**config.mk**
```make
export PLATFORM = sky130hd
export DESIGN_NAME = keypad_entry_buffer
export DESIGN_NICKNAME = d
export VERILOG_FILES = /design/src/rtl/keypad_entry_buffer.sv
export SDC_FILE = /design/constraint.sdc
export NUM_CORES = 1
export LEC_CHECK = 0
export BUFFER_PORTS_ARGS = -buffer_cell sky130_fd_sc_hd__buf_2
export CELL_PAD_IN_SITES_DETAIL_PLACEMENT = 1
export CELL_PAD_IN_SITES_GLOBAL_PLACEMENT = 1
export CORE_UTILIZATION = 45
export DETAILED_ROUTE_END_ITERATION = 16
export GPL_ROUTABILITY_DRIVEN = 1
export GPL_TIMING_DRIVEN = 1
export PLACE_DENSITY = 0.8
export SETUP_SLACK_MARGIN = 0.05
export SYNTH_ARGS = -nofsm -noshare
export SYNTH_HDL_FRONTEND = slang
export SYNTH_SLANG_ARGS = --single-unit
```
**constraint.sdc**
```tcl
create_clock -name scanClock -period 4.16 [get_ports scanClock]
set_input_delay 0.624 -clock scanClock [delete_from_list [all_inputs] [get_ports scanClock]]
set_output_delay 0.624 -clock scanClock [all_outputs]
set_load 0.005 [all_outputs]
```
**src/rtl/keypad_entry_buffer.sv**
```systemverilog
// keypad_entry_buffer: keypad digit entry with backspace/enter and multiplexed digit display scan
module keypad_entry_buffer #(
    parameter int          DIGITS      = 4,
    parameter logic [3:0]  NO_KEY      = 4'hF,
    parameter logic [3:0]  STAR_KEY    = 4'hA,
    parameter logic [3:0]  HASH_KEY    = 4'hB,
    parameter logic [3:0]  BLANK       = 4'hF,
    parameter int          REFRESH_DIV = 4,
    localparam int         CW          = $clog2(DIGITS + 1)
) (
    input  logic                  scanClock,
    input  logic                  reset,
    input  logic [3:0]            keyValue,
    input  logic                  keyValid,
    output logic                  keyAck,
    output logic                  entered,
    output logic                  overflow,
    output logic [4*DIGITS-1:0]   committedValue,
    output logic [CW-1:0]         digitCount,
    output logic [DIGITS-1:0]     digitSelect,
    output logic [3:0]            digitCode
);
    localparam int BW = 4 * DIGITS;
    localparam int PW = $clog2(DIGITS);
    localparam int RW = (REFRESH_DIV > 1) ? $clog2(REFRESH_DIV) : 1;
    typedef enum logic {ARMED, HELD} state_t;
    state_t            state_q, state_d;
    logic [BW-1:0]     buf_q, buf_d, committed_q, committed_d;
    logic [CW-1:0]     count_q, count_d;
    logic              ack_q, ack_d, entered_q, entered_d, overflow_q, overflow_d;
    logic [RW-1:0]     ref_q, ref_d;
    logic [PW-1:0]     pos_q, pos_d;
    logic [DIGITS-1:0] sel_q, sel_d;
    logic [3:0]        code_q, code_d;
    logic              accept, wrap;
    always_comb begin
        accept = state_q == ARMED && keyValid && keyValue != NO_KEY;
        state_d = (state_q == ARMED) ? (accept ? HELD : ARMED)
                                     : ((keyValid && keyValue == NO_KEY) ? ARMED : HELD);
        ack_d = accept;
        entered_d = 1'b0;
        overflow_d = 1'b0;
        buf_d = buf_q;
        count_d = count_q;
        committed_d = committed_q;
        if (accept) begin
            if (keyValue <= 4'd9) begin
                if (count_q == CW'(DIGITS)) begin
                    overflow_d = 1'b1;
                end else begin
                    buf_d = {buf_q[BW-5:0], keyValue};
                    count_d = count_q + 1'b1;
                end
            end else if (keyValue == STAR_KEY && count_q != '0) begin
                buf_d = {BLANK, buf_q[BW-1:4]};
                count_d = count_q - 1'b1;
            end else if (keyValue == HASH_KEY && count_q != '0) begin
                committed_d = buf_q;
                buf_d = {DIGITS{BLANK}};
                count_d = '0;
                entered_d = 1'b1;
            end
        end
        // display position advances only on the refresh wrap; code is sampled with the new position
        wrap = ref_q == RW'(REFRESH_DIV - 1);
        ref_d = wrap ? '0 : ref_q + 1'b1;
        pos_d = wrap ? ((pos_q == PW'(DIGITS - 1)) ? '0 : pos_q + 1'b1) : pos_q;
        sel_d = {{(DIGITS-1){1'b0}}, 1'b1} << pos_d;
        code_d = buf_q[{pos_d, 2'b00} +: 4];
    end
    always_ff @(posedge scanClock) begin
        if (reset) begin
            state_q <= ARMED;
            buf_q <= {DIGITS{BLANK}};
            committed_q <= {DIGITS{BLANK}};
            count_q <= '0;
            ack_q <= 1'b0;
            entered_q <= 1'b0;
            overflow_q <= 1'b0;
            ref_q <= '0;
            pos_q <= '0;
            sel_q <= {{(DIGITS-1){1'b0}}, 1'b1};
            code_q <= BLANK;
        end else begin
            state_q <= state_d;
            buf_q <= buf_d;
            committed_q <= committed_d;
            count_q <= count_d;
            ack_q <= ack_d;
            entered_q <= entered_d;
            overflow_q <= overflow_d;
            ref_q <= ref_d;
            pos_q <= pos_d;
            sel_q <= sel_d;
            code_q <= code_d;
        end
    end
    assign keyAck = ack_q;
    assign entered = entered_q;
    assign overflow = overflow_q;
    assign committedValue = committed_q;
    assign digitCount = count_q;
    assign digitSelect = sel_q;
    assign digitCode = code_q;
endmodule
```
---- After elaboration in Yosys (flattened, before gate mapping) ----
Cells that the tools add are included.
storage, ports and cells
  latch bits .............................. 0
  word-level logic and storage cells ...... 57
  output and inout bits ................... 30
  register bits after elaboration ......... 51
  ROM bits ................................ 0
  memories ................................ 0
  bits of input ports ..................... 7
  RAM bits ................................ 0
operators by class
  $add $sub $neg .......................... 4
  divide/modulo/power cells ............... 0
  multipliers ............................. 0
  order comparisons ....................... 1
  reductions and logical operators ........ 12
  shift-type cells ........................ 2
  equal/unequal tests ..................... 8
  muxes and demuxes ....................... 15
  bitwise logic cells ..................... 4
operator list
  operator             number
  $mux 16              4
  $shiftx 16x5->4      1
  $eq 4x4->1 const B   3
  $mux 3               4
  $reduce_bool 3->1    2
  $logic_and 1x1->1    5
  $mux 1               5
  $add 2x1->2 const B  2
  $eq 2x2->1 const B   2
  $le 4x4->1 const B   1
  $mux 2               2
  $ne 4x4->1 const B   1
  $not 1->1            4
  $reduce_and 4->1     1
  $reduce_or 4->1      1
  $shl 1x2->4 const A  1
  $add 3x1->3 const B  1
  $eq 3x3->1 const B   1
  $reduce_and 3->1     1
  $reduce_or 3->1      1
  $sub 3x1->3 const B  1
  $ne 2x2->1 const B   1
  $reduce_or 2->1      1

---- Depth between registers and ports, before layout ----
Gate-level depths: netlist of the first run.
  depth after elaboration ................. 5
  mapped depth ............................ 8
  gate-level depth less buffers ........... 6

---- Worst setup path before layout of the first run ----
Ideal clock, no wire load.
  path kind ............................... input to register
  start ................................... input port keyValue[3]
  end ..................................... register count_q[0] (netlist: digitCount[0])
  setup time .............................. 96 ps
  data arrival time ....................... 1687 ps
  buffers on the path ..................... 1
  data required time ...................... 4064 ps
  slack ................................... 2377 ps
  cell stages on the path ................. 5
  cell sequence ........................... buf_6 -> and2_1 -> and3_1 -> or3_4 -> o41ai_2
on the way
  word-level cells in the longest chain between the ends .. 4
  elaborated cells on any way between the ends .. 12
  classes of those cells .................. order compare (1); eq/ne (4); mux (2); reduce/logical (5)
RTL lines
  item                                                                RTL line  source
  start: declaration                                                  13        input logic [3:0] keyValue,
  parallel branches: the longest is 4 deep, another holds $le 4x4->1  -
  end signal: assignment                                              88        count_q <= count_d;
  end: declaration                                                    29        logic [CW-1:0] count_q, count_d;
Several ways; the timed one is not identified.
A chain may end at the register's enable or synchronous reset.

---- Worst setup path after layout of the first run ----
  start ................................... register count_q[0] (netlist: digitCount[0])
  end ..................................... register count_q[1] (netlist: digitCount[1])
on the way
  word-level cells in the longest chain between the ends .. 4
  elaborated cells on any way between the ends .. 12
  classes of those cells .................. add/sub (2); eq/ne (2); mux (3); reduce/logical (5)
RTL lines
  item
  parallel branches: the longest is 4 deep, another holds $sub 3x1->3
Several ways; the timed one is not identified. The select of a mux whose other input is x is not followed.

==> impl_metrics.json, run 1 <==
{
  "routed_wl_mm": 4.844,
  "io_pins": 37,
  "sw_frac_of_total": 0.2563,
  "outcome": "finished clean",
  "syn-instance-count": 208,
  "max_slew_margin": 0.5821,
  "finalSetupViolations": 0,
  "ys_ff_latch": 51,
  "r2r-end": "digitCount[1]",
  "r2r-start": "digitCount[0]",
  "root_buffer": "clkbuf_8",
  "netlist_area_mm2": 0.002101,
  "dieHeight_um": 70.33,
  "n_antenna_cell": 0,
  "grt_pass1_wl_mm": 8.114,
  "min_from": "ref_q[0]",
  "place_congestion": 0.7819,
  "fin_util": 0.5420,
  "hp-class": "reg -> reg",
  "synthDistinctLibCells": 38,
  "arrival_ps": 2470,
  "vdd_ir_drop_max_mv": 0.1872,
  "pwr-share-clk": 0.325,
  "syn_nets": 220,
  "cts_setup_buffers": 0,
  "synth_area_leader_cell": "dfxtp_1",
  "power_frac_comb": 0.120,
  "numPortBuffers": 36,
  "cts_tree": "built",
  "drv_cap": 0,
  "ys_top_cells_by_area": "dfxtp_1, mux2i_1, nand2_1",
  "htree_levels": 2,
  "numClockSinks": 51,
  "clk_pin_slew_ps": 90,
  "ctsHoldBuffers": 0,
  "power.total_mw": 0.9617,
  "fp.coreArea_mm2": 0.004414,
  "period_share": 0.5402,
  "reg2regPathDepth": 6,
  "routedWlPerCell_um": 16.53,
  "startpoint_type": "register",
  "yosysWarningCount": 0,
  "whs_endpoint": "ref_q[0]",
  "grt-ovfl-total": 0,
  "rsz0062_at_grt": "no",
  "leakage_nw": 0.8901,
  "clk_latency_ps": 300,
  "timing.fmax_mhz": 445.0,
  "grt_max_degree": 30,
  "min_period_ps": 2247,
  "end_kind": "register",
  "drtPass1Iterations": 4,
  "clock_path_buffers": 2,
  "avgViaCountPerCell": 5.573,
  "p_per_area_mw_per_mm2": 402.0,
  "antenna_found_initial": 0,
  "dr_total_vias": 1633,
  "cp.required_ps": 4390,
  "postRouteAntennaNets": 0,
  "row_count": 24,
  "syn_to_final_growth_pct": 13.88,
  "post_cts_resized": 0,
  "first_global_vias": 1587,
  "seq_area_frac_synth": 0.4860,
  "tns_ps": 0,
  "clock_skew_ps": 3.332,
  "p_int_mw": 0.7151,
  "synth.top_cell.area_share": 0.4860,
  "setup_ws_ps": 1913,
  "cts_buffers": 5,
  "avgSynthCellArea_um2": 10.10,
  "grt_usage": 0.2106,
  "r2r_setup_slack_ps": 1910,
  "drive_gt1_frac": 0.2365,
  "drt_iter0_drc": 114,
  "start_util": 0.4759,
  "power_frac_seq": 0.556,
  "slew_violations": 0,
  "hold_viol": 0,
  "final_nets": 252,
  "hpwl_mm": 3.322,
  "drc": 0,
  "whs_path_depth": 1,
  "post-place-ws_ps": 1848,
  "path_class": "reg -> reg",
  "worst_slew_pin_slew_ps": 623.6,
  "power.switching_mw": 0.2465,
  "dieArea_mm2": 0.004946,
  "crit_fanout": 14,
  "die_x_um": 70.33
}
[layout make-up]
cell class	count	area, um^2
Tap cell	52	65.06
Multi-Input combinational cell	140	992.2
Inverter	4	15.01
Fill cell	523	2022
Sequential cell	51	1021
Clock buffer	7	96.34
Clock inverter	1	7.507
Timing Repair Buffer	38	195.2
[worst max path at each step]
| stage | to | start | slack [ps] | depth (start not counted) |
|---|---|---|---|---|
| after CTS | digitCount[1] | digitCount[0] | 1930 | 6 |
| after detailed placement | digitCount[1] | keyValue[1] | 1850 | 5 |
| after global placement | digitCount[1] | keyValue[1] | 1900 | 5 |
| after global routing | digitCount[1] | digitCount[0] | 1750 | 6 |
| after floorplan | digitCount[0] | keyValue[3] | 2380 | 5 |
| final | digitCount[1] | digitCount[0] | 1910 | 6 |
[state kept, by name (all words and copies together) (netlist names), named ones only]
signal	cells
digitSelect	4
overflow	1
buf_q	16
entered	1
keyAck	1
committedValue	16
pos_q	2
digitCode	4
ref_q	2
digitCount	3
[stage by stage]
| step | hold WS [ps] | area [um^2] | cells |
|---|---|---|---|
| global placement | 416.8 | 2288 | 285 |
| global route | 457.5 | 2392 | 293 |
| CTS | 441.6 | 2392 | 293 |
| floorplan | 404.3 | 2101 | 208 |
| detailed placement | 422.2 | 2288 | 285 |
| finish | 440.4 | 2392 | 293 |
[metal layers]
layer,up-vias,global-route usage,routed length [um],part of all wire
li1,807,-,-,-
met1,782,0.3057,2412,0.50
met2,39,0.3079,2196,0.45
met3,5,0.05628,188,0.039
met4,0,0.05333,46,0.0095
met5,-,0,0,0
[power groups by stage]
| stage | registers [mW] | clock network [mW] | logic [mW] |
|---|---|---|---|
| 5_1_grt | 0.538 | 0.343 | 0.128 |
| 3_3_place_gp | 0.544 | 0 | 0.110 |
| 4_1_cts | 0.534 | 0.322 | 0.116 |
| 3_5_place_dp | 0.546 | 0 | 0.114 |
| 6_report | 0.534 | 0.312 | 0.115 |
| 2_1_floorplan | 0.539 | 0 | 0.0837 |
[placed cells by master, fill, tap and decap left out, types with 2 or more instances in the layout]
cell / synthesis / layout
mux2_2: 2 / 2
nor2b_1: 2 / 2
nand3_1: 2 / 2
mux2i_1: 17 / 17
a211oi_1: 2 / 2
dfxtp_1: 51 / 51
mux4_2: 3 / 3
xnor2_1: 2 / 2
nor3_1: 9 / 9
a21oi_1: 12 / 12
nor2_1: 11 / 11
and2_1: 3 / 3
inv_1: 3 / 3
nand2_1: 21 / 21
nand4b_1: 2 / 2
clkbuf_8: 0 / 7
buf_4: 1 / 2
o21ai_0: 15 / 15
o22ai_1: 12 / 12
buf_2: 4 / 36
nand2b_1: 6 / 6
ha_1: 5 / 5
[worst max-delay path, cell delays in order (launching register included)]
cell and delay [ps]:
dfxtp_1 430, inv_1 100, ha_1 260, nand2b_1 140, nand4b_1 520, mux2_2 510, a211oi_1 210
[cell usage after synthesis]
cell type,number
o41ai_2,1
o2111a_1,1
o21a_1,1
nand3_1,2
a211oi_1,2
nand4b_1,2
nand2b_1,6
ha_1,5
xnor2_1,2
and3_1,1
mux4_2,3
mux2_2,2
nor3_1,9
mux2i_4,1
o22ai_1,12
inv_1,3
clkinv_1,1
clkbuf_1,6
o221a_2,1
buf_2,4
nor3b_1,1
nor2_1,11
mux4_1,1
o2111ai_1,1
mux2i_1,17
and4bb_2,1
buf_4,1
dfxtp_1,51
and2_2,1
nor2b_1,2
or3_4,1
o311ai_0,1
nand2_1,21
a21o_1,1
o21ai_0,15
a21oi_1,12
and2_1,3
buf_6,2
[cell families (layout without fill, tap and decap cells)]
kind of cell	after synthesis	after routing	synth area share
AO/OA/AOI/OAI	48	48	0.1412
XOR/XNOR	2	2	0.008340
adder cells (fa/ha/maj)	5	5	0.02978
buffers and inverters	17	50	0.04169
flip-flops	51	51	0.4860
multiplexers	24	24	0.1471
AND/OR/NAND/NOR	61	61	0.1459
(Power assumes the default switching activity.)
==> run 2, diff against run 1 <==
--- a/config.mk
+++ b/config.mk
@@ -8,11 +8,11 @@
 export BUFFER_PORTS_ARGS = -buffer_cell sky130_fd_sc_hd__buf_2
 export CELL_PAD_IN_SITES_DETAIL_PLACEMENT = 1
 export CELL_PAD_IN_SITES_GLOBAL_PLACEMENT = 1
-export CORE_UTILIZATION = 45
+export CORE_UTILIZATION = 38
 export DETAILED_ROUTE_END_ITERATION = 16
 export GPL_ROUTABILITY_DRIVEN = 1
 export GPL_TIMING_DRIVEN = 1
-export PLACE_DENSITY = 0.8
+export PLACE_DENSITY = 0.72
 export SETUP_SLACK_MARGIN = 0.05
 export SYNTH_ARGS = -nofsm -noshare
 export SYNTH_HDL_FRONTEND = slang
==> constraint.sdc (replaced) <==
create_clock -name scanClock -period 1.9 [get_ports scanClock]
set_input_delay 0.285 -clock scanClock [delete_from_list [all_inputs] [get_ports scanClock]]
set_output_delay 0.285 -clock scanClock [all_outputs]
set_load 0.005 [all_outputs]
==> run 2 against run 1 <==
Net effect: combinational power up 130%; clock skew up 4.2 ps; sequential share of layout area down 1.6 points; non-clock buffer count up 7; worst hold slack worse by 220 ps; design area up 4.2%; core utilization down 6.3 points; global-route usage down 3.6 points; sequential power up 120%; count of clock-buffer cells in the layout down 2; setup slack worse by 1800 ps; critical endpoint is now digitCode[2]; largest cell class unchanged; highest routed layer unchanged.
==> impl_metrics.json, run 2 (synthesis gave the netlist of run 1 again) <==
{
  "outcome": "finished clean",
  "routed_wl_mm": 4.933,
  "reg2regPathDepth": 4,
  "grt_usage": 0.1747,
  "post_dp_cell_area_mm2": 0.002369,
  "path_class": "reg -> reg",
  "final_area_mm2": 0.002494,
  "syn_to_final_growth_pct": 18.70,
  "avgViaCountPerCell": 5.280,
  "ctsHoldBuffers": 0,
  "power.switching_mw": 0.5523,
  "power_frac_comb": 0.131,
  "whs_path_depth": 2,
  "final_cell_mix": "dfxtp_1, buf_2, nand2_1",
  "drc": 0,
  "crit_fanout": 5,
  "max_slew_margin": 0.7850,
  "place_congestion": 0.7706,
  "postRouteAntennaNets": 0,
  "finalSetupViolations": 0,
  "timing.fmax_mhz": 568.1,
  "die_x_um": 76.35,
  "hold_viol": 0,
  "grt_pass1_wl_mm": 8.052,
  "final_nets": 259,
  "p_int_mw": 1.509,
  "grt-ovfl-total": 0,
  "antenna_found_initial": 0,
  "drive_gt1_frac": 0.2782,
  "dieHeight_um": 76.35,
  "dr_total_vias": 1679,
  "numClockSinks": 51,
  "io_pins": 37,
  "n_antenna_cell": 0,
  "arrival_ps": 1940,
  "slew_violations": 0,
  "grt_max_degree": 28,
  "drt_iter0_drc": 61,
  "cts_buffers": 5,
  "start_util": 0.4036,
  "fin_util": 0.4791,
  "worst_slew_pin_slew_ps": 322.6,
  "root_buffer": "clkbuf_8",
  "end_kind": "register",
  "clk_latency_ps": 300,
  "row_count": 26,
  "htree_levels": 2,
  "first_global_vias": 1615,
  "min_period_ps": 1760,
  "clk_pin_slew_ps": 90,
  "cp.required_ps": 2080,
  "dieArea_mm2": 0.005829,
  "rsz0062_at_grt": "no",
  "final_common_cell": "dfxtp_1",
  "period_share": 0.9265,
  "vdd_ir_drop_max_mv": 0.4090,
  "routedWlPerCell_um": 15.51,
  "startpoint_type": "register",
  "numPortBuffers": 36,
  "power_frac_seq": 0.571,
  "drv_cap": 0,
  "cts_tree": "built",
  "hpwl_mm": 3.578,
  "clock_path_buffers": 2,
  "fp.coreArea_mm2": 0.005205,
  "pwr-share-clk": 0.298,
  "sw_frac_of_total": 0.2680,
  "drtPass1Iterations": 4,
  "clock_skew_ps": 7.568,
  "leakage_nw": 0.9174,
  "hp-class": "in -> reg",
  "p_per_area_mw_per_mm2": 826.5
}
## run 2: cell count changes in the layout (fill, tap and decap cells not counted), sizes merged
cell | previous run | this run
buf | 38 | 45
clkbuf | 7 | 5
clkinv | 1 | 2
clkinvlp | 1 | 2
## run 2: through the flow
stage               hold WS (ps)  worst slack (ps)  setup TNS [ps]  total power, mW  instances
floorplan                  380.6             137.6               0            1.364        208
global placement           411.6             103.5               0            1.449        309
detailed placement         427.4            -16.74          -16.74            1.458        309
CTS                        203.4             68.86               0            2.077        317
global route               212.5             47.28               0            2.156        318
finish                     218.4             139.6               0            2.061        318
## run 2: layout make-up
class                      count  area [um^2]
clock buffer                   5        68.82
clock inverter                 3        20.02
fill                         606         2711
inverter                       4        15.01
multi-input combinational    140         1015
sequential                    51         1023
tap                           70        87.58
timing repair buffer          45        264.0
## run 2: power by group through the flow
stage               sequential [mW]  clock [mW]  combinational, mW
global route                   1.19       0.672              0.298
CTS                            1.17       0.640              0.263
finish                         1.18       0.614              0.270
global placement               1.20           0              0.249
floorplan                      1.18           0              0.183
detailed placement             1.20           0              0.259
## run 2: routing by layer
metal  wire (um)  up-vias  global-route usage
met4          51        0             0.06346
met1        2391      826              0.2410
met2        2358       24              0.2730
met3         132        5             0.03114
li1            -      824                   -
met5           0        -                   0
## run 2: path summary, 6_finish.rpt
| check | from | end | slack, ps |
|---|---|---|---|
| min reg2reg | committedValue[4] | committedValue[4] | 480 |
| max reg2reg | ref_q[0] | digitCode[2] | 140 |
| max | ref_q[0] | digitCode[2] | 140 |
| min | keyValid | register | 220 |
## run 2: critical path: stages, from the launching register on
cell and delay [ps]:
dfxtp_1 400, ha_4 210, mux2i_4 330, mux4_2 530, nand2b_1 170
## run 2: repair_timing
item,in CTS,in global routing
pin swaps,0,0
gates resized for setup,3,4
endpoints found under the hold margin,0,0
buffers inserted,0,1
setup endpoints to repair,5,37
==> run 3, diff against run 2 <==
--- a/config.mk
+++ b/config.mk
@@ -8,6 +8,7 @@
 export BUFFER_PORTS_ARGS = -buffer_cell sky130_fd_sc_hd__buf_2
 export CELL_PAD_IN_SITES_DETAIL_PLACEMENT = 1
 export CELL_PAD_IN_SITES_GLOBAL_PLACEMENT = 1
+export CORE_MARGIN = 5
 export CORE_UTILIZATION = 38
 export DETAILED_ROUTE_END_ITERATION = 16
 export GPL_ROUTABILITY_DRIVEN = 1
==> constraint.sdc (replaced) <==
create_clock -name scanClock -period 1.5 [get_ports scanClock]
set_input_delay 0.225 -clock scanClock [delete_from_list [all_inputs] [get_ports scanClock]]
set_output_delay 0.225 -clock scanClock [all_outputs]
set_load 0.005 [all_outputs]
==> run 3 against run 2 <==
Net effect: the flow now finishes with violations (negative setup slack); sequential power is 28% higher; highest routed layer unchanged; power up 40%; sequential share of layout area shrank 7.4 points; die area rose by 22%; final cell count up 10%; non-clock buffer count is 31 higher; core utilization rose by 8.5 points; clock skew is 1.7 ps lower; critical path type unchanged; global-route usage decreased by 0.72 points.
==> impl_metrics.json, run 3 (synthesis gave the netlist of run 1 again) <==
{
  "rsz0062_at_grt": "yes",
  "r2r_setup_slack_ps": -210,
  "crit_fanout": 5,
  "drv_cap": 0,
  "end_kind": "register",
  "antenna_found_initial": 0,
  "finalSetupViolations": 23,
  "cp.required_ps": 1700,
  "power.total_mw": 2.883,
  "ctsHoldBuffers": 0,
  "min_period_ps": 1710,
  "startpoint_type": "register",
  "dr_total_vias": 1889,
  "root_buffer": "clkbuf_8",
  "final_nets": 290,
  "arrival_ps": 1910,
  "post_dp_cell_area_mm2": 0.002504,
  "max_slew_margin": 0.7250,
  "timing.fmax_mhz": 584.7,
  "leakage_nw": 1.168,
  "routedWlPerCell_um": 18.55,
  "fin_util": 0.5641,
  "first_global_vias": 1918,
  "start_util": 0.3862,
  "drc": 0,
  "whs_path_depth": 2,
  "dieArea_mm2": 0.007115,
  "hpwl_mm": 3.750,
  "clock_skew_ps": 5.865,
  "hold_viol": 0,
  "place_congestion": 0.7517,
  "final_area_mm2": 0.003068,
  "reg2regPathDepth": 4,
  "period_share": 1.140,
  "clk_latency_ps": 310,
  "die_x_um": 84.35,
  "numPortBuffers": 36,
  "n_antenna_cell": 0,
  "slew_violations": 0,
  "hp-class": "in -> reg",
  "numClockSinks": 51,
  "grt_usage": 0.1675,
  "avgViaCountPerCell": 5.382,
  "syn_to_final_growth_pct": 46.04,
  "path_class": "reg -> reg",
  "vdd_ir_drop_max_mv": 0.6805,
  "cts_tree": "built",
  "io_pins": 37,
  "worst_slew_pin_slew_ps": 411.9,
  "drive_gt1_frac": 0.5090,
  "fp.coreArea_mm2": 0.005439,
  "violations": "negative setup slack",
  "p_per_area_mw_per_mm2": 939.8,
  "dieHeight_um": 84.35,
  "final_common_cell": "dfxtp_1",
  "setup_ws_ps": -210.3,
  "row_count": 27,
  "grt_pass1_wl_mm": 9.611,
  "postRouteAntennaNets": 0,
  "clk_pin_slew_ps": 90,
  "drtPass1Iterations": 4,
  "grt_max_degree": 26,
  "grt-ovfl-total": 0,
  "outcome": "finished, violations left",
  "routed_wl_mm": 6.512,
  "htree_levels": 2,
  "cts_buffers": 5,
  "final_cell_mix": "dfxtp_1, buf_2, buf_4",
  "drt_iter0_drc": 85,
  "clock_path_buffers": 2
}
## run 3: changes by cell type in the layout (fill, tap and decap cells not counted), sizes merged
cell and change:
clkbuf +3, clkinvlp -2, buf +30
## run 3: final timing paths
check        startpoint           end
max            ref_q[0]  digitCode[3]
max reg2reg    ref_q[0]  digitCode[3]
min reg2reg    ref_q[0]      ref_q[0]
min            keyValid      register
## run 3: layout make-up
class | count | area [um^2]
Clock inverter | 1 | 5.005
Fill cell | 602 | 2371
Timing Repair Buffer | 76 | 599.3
Multi-Input combinational cell | 140 | 1247
Sequential cell | 51 | 1032
Inverter | 4 | 17.52
Clock buffer | 7 | 76.32
Tap cell | 72 | 90.09
## run 3: per-layer routing
layer,GRT usage,wire length [um],vias to the layer above
met5,0,0,-
met4,0.05899,242,0
met3,0.03729,315,19
met2,0.2798,3286,54
met1,0.2131,2669,930
li1,-,-,886
## run 3: power by group
group          internal, mW  switching (mW)  total [mW]
combinational         0.330           0.281       0.611
clock                 0.328           0.437       0.765
sequential             1.42          0.0855        1.51
total                  2.08           0.803        2.88
## run 3: worst max-delay path: stages, from the launching register on
cell,delay [ps]
dfxtp_2,360
ha_4,180
mux2i_4,350
mux4_2,560
nand2b_4,150
## run 3: timing repair
item	in CTS	in global routing
buffers inserted	9	12
endpoints found under the setup margin	32	41
pin swaps	6	20
gates resized for setup	36	43
gates cloned	2	1
## run 3: stage by stage
stage	worst slack, ps	cells	TNS [ps]	hold WS [ps]
after floorplan	-116.2	208	-447.8	320.6
after global placement	-114.9	323	-431.0	418.5
after detailed placement	-152.9	323	-639.1	428.1
after CTS	-158.8	342	-580.3	141.9
after global routing	-268.3	351	-3770	176.8
final	-210.3	351	-1906	163.3
